**src/rtl/control_fsm_p.sv**
```systemverilog
// Parametrised multi-cycle control unit: fetch, decode and sequence the downsampling datapath.
// Define CTRL_TRAP_EN to send illegal opcodes/indices to a TRAP state; otherwise they execute as NOP.
module control_fsm_p #(
    parameter int IW     = 16,
    parameter int NUM_GP = 6,
    localparam int SELW  = 4
) (
    input  logic              clk,
    input  logic              rst,
    input  logic              start,
    input  logic [IW-1:0]     instruction,
    input  logic              z,
    input  logic              n,
    input  logic              mem_ready,
    output logic              mem_req,
    output logic              mem_we,
    output logic [SELW-1:0]   bus_sel,
    output logic              ld_ir,
    output logic              ld_pc,
    output logic              ld_ar,
    output logic              ld_ac,
    output logic              ld_alu,
    output logic [NUM_GP-1:0] ld_gp,
    output logic              inc_pc,
    output logic              inc_ac,
    output logic              inc_ar,
    output logic [NUM_GP-1:0] inc_gp,
    output logic              pc_clr,
    output logic [2:0]        alu_op,
    output logic              busy,
    output logic              done,
    output logic              trap,
    output logic [3:0]        state_dbg
);

    localparam logic [5:0] OP_NOP     = 6'd0;
    localparam logic [5:0] OP_LOADAC  = 6'd1;
    localparam logic [5:0] OP_STAC    = 6'd2;
    localparam logic [5:0] OP_MOVACR  = 6'd3;
    localparam logic [5:0] OP_MOVRAC  = 6'd4;
    localparam logic [5:0] OP_ADD     = 6'd5;
    localparam logic [5:0] OP_SUB     = 6'd6;
    localparam logic [5:0] OP_LSH     = 6'd7;
    localparam logic [5:0] OP_RSH     = 6'd8;
    localparam logic [5:0] OP_INC     = 6'd9;
    localparam logic [5:0] OP_LOADIM  = 6'd10;
    localparam logic [5:0] OP_JUMP    = 6'd11;
    localparam logic [5:0] OP_JUMPZ   = 6'd12;
    localparam logic [5:0] OP_JUMPNZ  = 6'd13;
    localparam logic [5:0] OP_JUMPN   = 6'd14;
    localparam logic [5:0] OP_MOVACAR = 6'd15;
    localparam logic [5:0] OP_MOVARAC = 6'd16;
    localparam logic [5:0] OP_END     = 6'd63;

    localparam logic [SELW-1:0] SEL_AR = 4'd1;
    localparam logic [SELW-1:0] SEL_AC = 4'd2;
    localparam logic [SELW-1:0] SEL_IM = 4'd3;
    localparam logic [SELW-1:0] SEL_DM = 4'd4;
    localparam logic [SELW-1:0] SEL_R0 = 4'd5;

    typedef enum logic [3:0] {
        S_IDLE,
        S_FETCH,
        S_DECODE,
        S_ALU_WB,
        S_LD_M,
        S_ST_M,
        S_OPRD,
        S_SKIP,
`ifdef CTRL_TRAP_EN
        S_TRAP,
`endif
        S_END
    } state_t;

    state_t state;

    logic [5:0]        op;
    logic [3:0]        ridx;
    logic              idx_ok;
    logic              illegal;
    logic              taken;
    logic [NUM_GP-1:0] gp_sel;
    logic [NUM_GP-1:0] gp_inc_sel;
    logic              unused_instr_bits;

    assign op                = instruction[5:0];
    assign ridx              = instruction[11:8];
    assign unused_instr_bits = ^instruction;
    assign state_dbg         = state;

    function automatic logic [2:0] alu_code(input logic [5:0] opc);
        case (opc)
            OP_ADD:  return 3'd1;
            OP_SUB:  return 3'd2;
            OP_LSH:  return 3'd3;
            OP_RSH:  return 3'd4;
            default: return 3'd0;
        endcase
    endfunction

    // INC addresses AC and AR with r=0/1, so general registers start at r=2.
    always_comb begin
        gp_sel     = '0;
        gp_inc_sel = '0;
        for (int k = 0; k < NUM_GP; k++) begin
            gp_sel[k]     = (int'(ridx) == k);
            gp_inc_sel[k] = (int'(ridx) == k + 2);
        end
    end

    always_comb begin
        idx_ok  = 1'b1;
        illegal = 1'b0;
        taken   = 1'b1;
        case (op)
            OP_MOVACR, OP_MOVRAC: idx_ok = (int'(ridx) < NUM_GP);
            OP_INC:               idx_ok = (int'(ridx) < NUM_GP + 2);
            default:              idx_ok = 1'b1;
        endcase
        illegal = !((op <= OP_MOVARAC) || (op == OP_END)) || !idx_ok;
        case (op)
            OP_JUMPZ:  taken = z;
            OP_JUMPNZ: taken = !z;
            OP_JUMPN:  taken = n;
            default:   taken = 1'b1;
        endcase
    end

    // Memory handshake: mem_req stays high with every other output held stable until a
    // cycle with mem_ready=1; the access completes in that cycle and the FSM advances.
    always_ff @(posedge clk) begin
        if (rst) begin
            state <= S_IDLE;
        end else begin
            case (state)
                S_IDLE:   if (start) state <= S_FETCH;
                S_FETCH:  if (mem_ready) state <= S_DECODE;
                S_DECODE: begin
                    if (illegal) begin
`ifdef CTRL_TRAP_EN
                        state <= S_TRAP;
`else
                        state <= S_FETCH;
`endif
                    end else begin
                        case (op)
                            OP_ADD, OP_SUB, OP_LSH, OP_RSH:  state <= S_ALU_WB;
                            OP_LOADAC:                       state <= S_LD_M;
                            OP_STAC:                         state <= S_ST_M;
                            OP_LOADIM, OP_JUMP:              state <= S_OPRD;
                            OP_JUMPZ, OP_JUMPNZ, OP_JUMPN:   state <= taken ? S_OPRD : S_SKIP;
                            OP_END:                          state <= S_END;
                            default:                         state <= S_FETCH;
                        endcase
                    end
                end
                S_ALU_WB: state <= S_FETCH;
                S_LD_M:   if (mem_ready) state <= S_FETCH;
                S_ST_M:   if (mem_ready) state <= S_FETCH;
                S_OPRD:   if (mem_ready) state <= S_FETCH;
                S_SKIP:   state <= S_FETCH;
                S_END:    if (start) state <= S_FETCH;
`ifdef CTRL_TRAP_EN
                S_TRAP:   if (start) state <= S_FETCH;
`endif
                default:  state <= S_IDLE;
            endcase
        end
    end

    always_comb begin
        mem_req = 1'b0;
        mem_we  = 1'b0;
        bus_sel = '0;
        ld_ir   = 1'b0;
        ld_pc   = 1'b0;
        ld_ar   = 1'b0;
        ld_ac   = 1'b0;
        ld_alu  = 1'b0;
        ld_gp   = '0;
        inc_pc  = 1'b0;
        inc_ac  = 1'b0;
        inc_ar  = 1'b0;
        inc_gp  = '0;
        pc_clr  = 1'b0;
        alu_op  = 3'd0;
        done    = 1'b0;
        trap    = 1'b0;
        case (state)
            S_IDLE: pc_clr = start && !rst;
            S_FETCH: begin
                mem_req = 1'b1;
                bus_sel = SEL_IM;
                ld_ir   = mem_ready;
            end
            S_DECODE: begin
                if (illegal) begin
`ifndef CTRL_TRAP_EN
                    inc_pc = 1'b1;
`endif
                end else begin
                    case (op)
                        OP_NOP: inc_pc = 1'b1;
                        OP_MOVACR: begin
                            bus_sel = SEL_AC;
                            ld_gp   = gp_sel;
                            inc_pc  = 1'b1;
                        end
                        OP_MOVRAC: begin
                            bus_sel = SEL_R0 + ridx;
                            ld_ac   = 1'b1;
                            inc_pc  = 1'b1;
                        end
                        OP_INC: begin
                            inc_ac = (ridx == 4'd0);
                            inc_ar = (ridx == 4'd1);
                            inc_gp = gp_inc_sel;
                            inc_pc = 1'b1;
                        end
                        OP_MOVACAR: begin
                            bus_sel = SEL_AC;
                            ld_ar   = 1'b1;
                            inc_pc  = 1'b1;
                        end
                        OP_MOVARAC: begin
                            bus_sel = SEL_AR;
                            ld_ac   = 1'b1;
                            inc_pc  = 1'b1;
                        end
                        OP_ADD, OP_SUB, OP_LSH, OP_RSH: alu_op = alu_code(op);
                        OP_LOADAC: begin
                            bus_sel = SEL_AC;
                            ld_ar   = 1'b1;
                        end
                        OP_LOADIM, OP_JUMP, OP_JUMPZ, OP_JUMPNZ, OP_JUMPN: inc_pc = 1'b1;
                        default: ;
                    endcase
                end
            end
            S_ALU_WB: begin
                alu_op = alu_code(op);
                ld_alu = 1'b1;
                inc_pc = 1'b1;
            end
            S_LD_M: begin
                mem_req = 1'b1;
                bus_sel = SEL_DM;
                ld_ac   = mem_ready;
                inc_pc  = mem_ready;
            end
            S_ST_M: begin
                mem_req = 1'b1;
                mem_we  = 1'b1;
                bus_sel = SEL_AC;
                inc_pc  = mem_ready;
            end
            S_OPRD: begin
                mem_req = 1'b1;
                bus_sel = SEL_IM;
                if (op == OP_LOADIM) begin
                    ld_ac  = mem_ready;
                    inc_pc = mem_ready;
                end else begin
                    ld_pc  = mem_ready;
                end
            end
            S_SKIP: inc_pc = 1'b1;
            S_END: begin
                done   = 1'b1;
                pc_clr = start && !rst;
            end
`ifdef CTRL_TRAP_EN
            S_TRAP: begin
                trap   = 1'b1;
                pc_clr = start && !rst;
            end
`endif
            default: ;
        endcase
    end

    always_comb begin
        busy = 1'b1;
        case (state)
            S_IDLE, S_END: busy = 1'b0;
`ifdef CTRL_TRAP_EN
            S_TRAP:        busy = 1'b0;
`endif
            default:       busy = 1'b1;
        endcase
    end

endmodule

```
**config.mk**
```make
export PLATFORM = sky130hd
export DESIGN_NAME = control_fsm_p
export DESIGN_NICKNAME = d
export VERILOG_FILES = /design/src/rtl/control_fsm_p.sv
export SDC_FILE = /design/constraint.sdc
export NUM_CORES = 1
export LEC_CHECK = 0
export ABC_CLOCK_PERIOD_IN_PS = 2450
export BUFFER_PORTS_ARGS = -buffer_cell sky130_fd_sc_hd__buf_2
export CAP_MARGIN = 5
export CORE_AREA = 5 5 61 52
export CTS_BUF_LIST = sky130_fd_sc_hd__clkbuf_4 sky130_fd_sc_hd__clkbuf_8
export CTS_CLUSTER_DIAMETER = 120
export DETAILED_ROUTE_END_ITERATION = 16
export DIE_AREA = 0 0 66 57
export PLACE_DENSITY = 0.89
export SLEW_MARGIN = 10
export SYNTH_ARGS = -nofsm -noshare
export SYNTH_HDL_FRONTEND = slang
export SYNTH_SLANG_ARGS = --single-unit
```
**constraint.sdc**
```tcl
create_clock -name clk -period 2.45 [get_ports clk]
set_clock_uncertainty 0.15 [all_clocks]
set_input_delay 0.1225 -clock clk [delete_from_list [all_inputs] [get_ports clk]]
set_output_delay 0.1225 -clock clk [all_outputs]
set_load 0.01 [all_outputs]
```
---- Word level (Yosys, flattened, before mapping) ----
Index checks and enable logic that the tools add are counted.
storage, ports and cells
  logic and storage cells ................. 114
  input port bits ......................... 22
  output and inout bits ................... 37
  flip-flop bits (word level) ............. 4
operators by class
  equality and inequality tests ........... 36
  add/sub/neg operators ................... 1
  multiplexer cells ....................... 47
  reduce and logical (&&, ||, !) cells .... 26
  order comparisons ....................... 3
operators by type and width
  cell                count
  $eq 6x4->1 const B  8
  $mux 6              6
  $eq 4x3->1 const B  6
  $eq 6x3->1 const B  4
  $mux 1              24
  $pmux 4 s6          1
  $eq 4x4->1 const B  5
  $mux 4              5
  $pmux 4 s5          1
  $pmux 4 s4          1
  $reduce_or 2->1     8
  $eq 4x2->1 const B  3
  $eq 6x2->1 const B  2
  $logic_not 4->1     3
  $pmux 3 s4          1
  $pmux 4 s3          1
  $reduce_or 11->1    1
  $reduce_or 3->1     3
  $eq 4x1->1 const B  2
  $reduce_or 4->1     2
  $eq 6x1->1 const B  1
  $eq 6x5->1 const B  1
  $eq 6x6->1 const B  1
  $le 6x5->1 const B  1
  15 further kinds    22

---- Logic depth before layout (Yosys ltp) ----
  depth in word-level cells ............... 7
  depth in mapped cells ................... 6
  gate-level depth less buffers ........... 5

---- Least setup slack after synthesis ----
No wires, ideal clock.
  kind .................................... register to output
  start point ............................. reg state[3] (netlist: state_dbg[3])
  end point ............................... out inc_ac
  path buffers ............................ 2
  required time ........................... 2.178 ns
  data arrival time ....................... 1.928 ns
  stages on the path, launching flop included .. 6
  setup slack ............................. 0.249 ns
  cells stage by stage .................... dfxtp_1 -> buf_6 -> or4b_4 -> or4_1 -> buf_2 -> nor4_1
on the way
  longest elaborated chain between the ends .. 2
RTL lines
  what                      line  source
  start: declaration        76    state_t state;
  start signal: assignment  152   OP_JUMPZ, OP_JUMPNZ, OP_JUMPN: state <= taken ? S_OPRD : S_SKIP;
  $eq 4x2->1                190   case (state)
  $mux 1                    190
  end: declaration          25    output logic inc_ac,
Every way passes these cells.

---- Final worst setup path ----
  start point ............................. reg state[2] (netlist: state_dbg[2])
  end point ............................... out inc_ac
The elaborated chain is that of the path after synthesis.

==> flow_summary.json <==
{
  "outcome": "finished clean",
  "area_growth_pct": 27.7,
  "core.rowCount": 17,
  "slew_viol_final": 0,
  "ys_seq_area_share_pct": 7.13,
  "rrSetupSlack_ns": 0.58,
  "grt_setup_unrepaired": "false",
  "ys_warn_count": 0,
  "cap_violations": 0,
  "fmax_mhz": 432,
  "hold_path_class": "in -> reg",
  "path_cells": "or4b_4, or4_4, nor4_1, buf_2",
  "setup_ws_ns": 0.137,
  "drc": 0,
  "num-fill-cells": 251,
  "critPathSlowestCell": "or4b_4",
  "grt_pass1_wl_mm": 5.58,
  "ios": 59,
  "synth_area_per_cell_um2": 6.61,
  "multi_input_area_um2": 922,
  "synth_edf_count": 0,
  "clk_pin_slew_ns": 0.03,
  "finalHoldViolCount": 0,
  "ff2ff_path_depth": 6,
  "slew_headroom_pct": 66.2,
  "h-tree-depth": 1,
  "hpwl_mm": 2.77,
  "grt_antenna_before_repair": 0,
  "crit_buf_inv": 1,
  "seq_area_um2": 80.1,
  "final_util_pct": 55.8,
  "worst_slew_pin_slew_ns": 0.507,
  "globalplace.congestion": 0.938,
  "wl_per_cell_um": 14.2,
  "grt_pass1_vias": 1246,
  "dpl_worst_slack_ns": 0.289,
  "cts_root_buf": "clkbuf_4",
  "vias": 1498,
  "largest_reg_flops": 4,
  "drt_first_pass_iters": 4,
  "die_w_um": 66,
  "vias_per_cell": 5.92,
  "wirelength_mm": 3.60,
  "hold_depth": 4,
  "dieArea_mm2": 0.00376,
  "p_leak_nw": 0.688,
  "worstSetupEndpointType": "primary output",
  "cts_buffers": 3,
  "finalInstanceArea_mm2": 0.00144,
  "hold_start": "start",
  "r2r_start": "state_dbg[2]$_SDFFE_PP0P_",
  "cpLargestDelayFamily": "simple AND/OR/NAND/NOR gates",
  "synth_cell_types": 58,
  "fp.dieH_um": 57,
  "cpPeakStageDelay_ns": 0.57,
  "layout_commonest_cell": "buf_2",
  "grt_usage_pct": 18.1,
  "cts_setup_buffers": 0,
  "crit_required_ns": 2.18,
  "nets": 243,
  "grt_overflow": 0,
  "yosys-top-cells-area": "dfxtp_1 (7.1%), and2_1 (5.0%), nor2_1 (4.7%)",
  "start_util_pct": 43.7,
  "finalSetupTns_ns": 0,
  "final_cell_mix": "buf_2 (51), nor2_1 (14), inv_1 (12)",
  "fin_crit_sh_pct": 94.4,
  "async_flop_share_pct": 0,
  "cts_tree": "built",
  "crit_type": "reg -> out",
  "syn_area_mm2": 0.00112,
  "crit_fanout": 6,
  "synth_nets": 196,
  "drt_iter0_markers": 189,
  "grt_max_degree": 20,
  "numPortBuffers": 51,
  "powerDensity_mw_per_mm2": 236,
  "antenna_left": 0,
  "synthCells": 170,
  "clock-sinks": 4,
  "synth_area_leader_cell": "dfxtp_1",
  "r2r_end": "state_dbg[1]$_SDFFE_PP0P_",
  "ys.flop_type": "dfxtp_1",
  "crit_arrival_ns": 2.04,
  "ys_ff_latch": 4,
  "startpoint_type": "flip-flop",
  "setup-violations-final": 0,
  "min_to": "state_dbg[3]$_SDFFE_PP0P_",
  "clockBufferDepth": 2,
  "core_area_mm2": 0.00257,
  "irDropWorstVdd_v": 0.000225,
  "place_area_mm2": 0.00140,
  "fin_crit_ns": 2.31,
  "yosysTopAreaCellShare_pct": 7.13,
  "clock_latency_ns": 0.23,
  "diodes": 0,
  "drive_gt1_share_pct": 31.2
}
-- worst min-delay path, cell delays in order --
cell,delay (ns)
buf_2,0.09
nor3_1,0.04
a31oi_1,0.19
nor2_1,0.06
-- final cells by class --
cell class | count | share of cell area, %
Multi-Input combinational cell | 137 | 64.3
Timing Repair Buffer | 59 | 22.1
Sequential cell | 4 | 5.58
Tap cell | 38 | 3.31
Inverter | 12 | 3.14
Clock buffer | 3 | 1.57
-- layer usage --
| metal | wire length (µm) | up-vias | share of wire [%] | GRT usage (%) |
|---|---|---|---|---|
| li1 | - | 730 | - | - |
| met1 | 1450 | 678 | 40 | 25.5 |
| met2 | 1750 | 86 | 49 | 28.1 |
| met3 | 369 | 4 | 10 | 1.97 |
| met4 | 27 | 0 | 0.75 | 7.25 |
| met5 | 0 | - | 0 | 0 |
-- metrics by stage --
stage	instances	power (mW)	hold WS [ns]
floorplan	170	0.198	0.0416
global placement	249	0.253	0.192
detailed placement	249	0.256	0.194
CTS	253	0.338	0.163
global route	253	0.363	0.201
finish	253	0.338	0.173
-- synthesized netlist by cell type, types with 2 or more instances --
cell type	n
nand2b_1	3
dfxtp_1	4
nor3_1	10
clkbuf_1	9
nand3_1	4
nor4b_1	2
nor2b_1	3
and3_1	3
or4_1	3
buf_1	2
mux2i_1	2
a221oi_1	2
o21ai_0	5
ha_1	4
buf_2	4
nor4bb_1	3
o21a_1	3
a211oi_1	3
a21oi_1	5
a31oi_1	4
xnor2_1	3
inv_1	12
and2_1	9
o22ai_1	3
nand2_1	8
nor2_1	14
nand4_1	4
o211ai_1	2
nor4_1	8
-- power by group --
group,internal (mW),switching (mW),total (mW),leakage [nW]
clock,0.0546,0.0247,0.0793,0.0138
combinational,0.0753,0.114,0.189,0.642
sequential,0.0686,0.00134,0.0699,0.0326
total,0.198,0.140,0.338,0.688
-- repair_timing --
item                       CTS  global route
hold endpoints to repair     3             0
resized for setup            0             1
setup endpoints to repair    0             4
hold buffers                 1             0
-- kinds of logic after synthesis --
| kind of cell | Yosys count | share of synthesized area, % |
|---|---|---|
| AO/OA/AOI/OAI | 42 | 27.3 |
| XOR/XNOR | 4 | 3.12 |
| adder cells (fa/ha/maj) | 4 | 4.45 |
| buffers and inverters | 29 | 11.1 |
| flip-flops | 4 | 7.13 |
| multiplexers | 3 | 2.78 |
| other | 1 | 0.334 |
| AND/OR/NAND/NOR | 83 | 43.8 |
-- how the worst max path moves through the flow --
stage / end / slack, ns / cells past startpoint / start
final: inc_ac / 0.14 / 4 / state_dbg[2]$_SDFFE_PP0P_
after global routing: ld_gp[5] / 0.002 / 5 / state_dbg[2]$_SDFFE_PP0P_
after CTS: inc_gp[1] / 0.04 / 5 / state_dbg[2]$_SDFFE_PP0P_
after detailed placement: inc_gp[1] / 0.29 / 5 / state_dbg[2]$_SDFFE_PP0P_
after global placement: inc_ac / 0.31 / 4 / state_dbg[2]$_SDFFE_PP0P_
after floorplan: inc_ac / 0.25 / 5 / state_dbg[3]$_SDFFE_PP0P_
(Power assumes the default switching activity.)
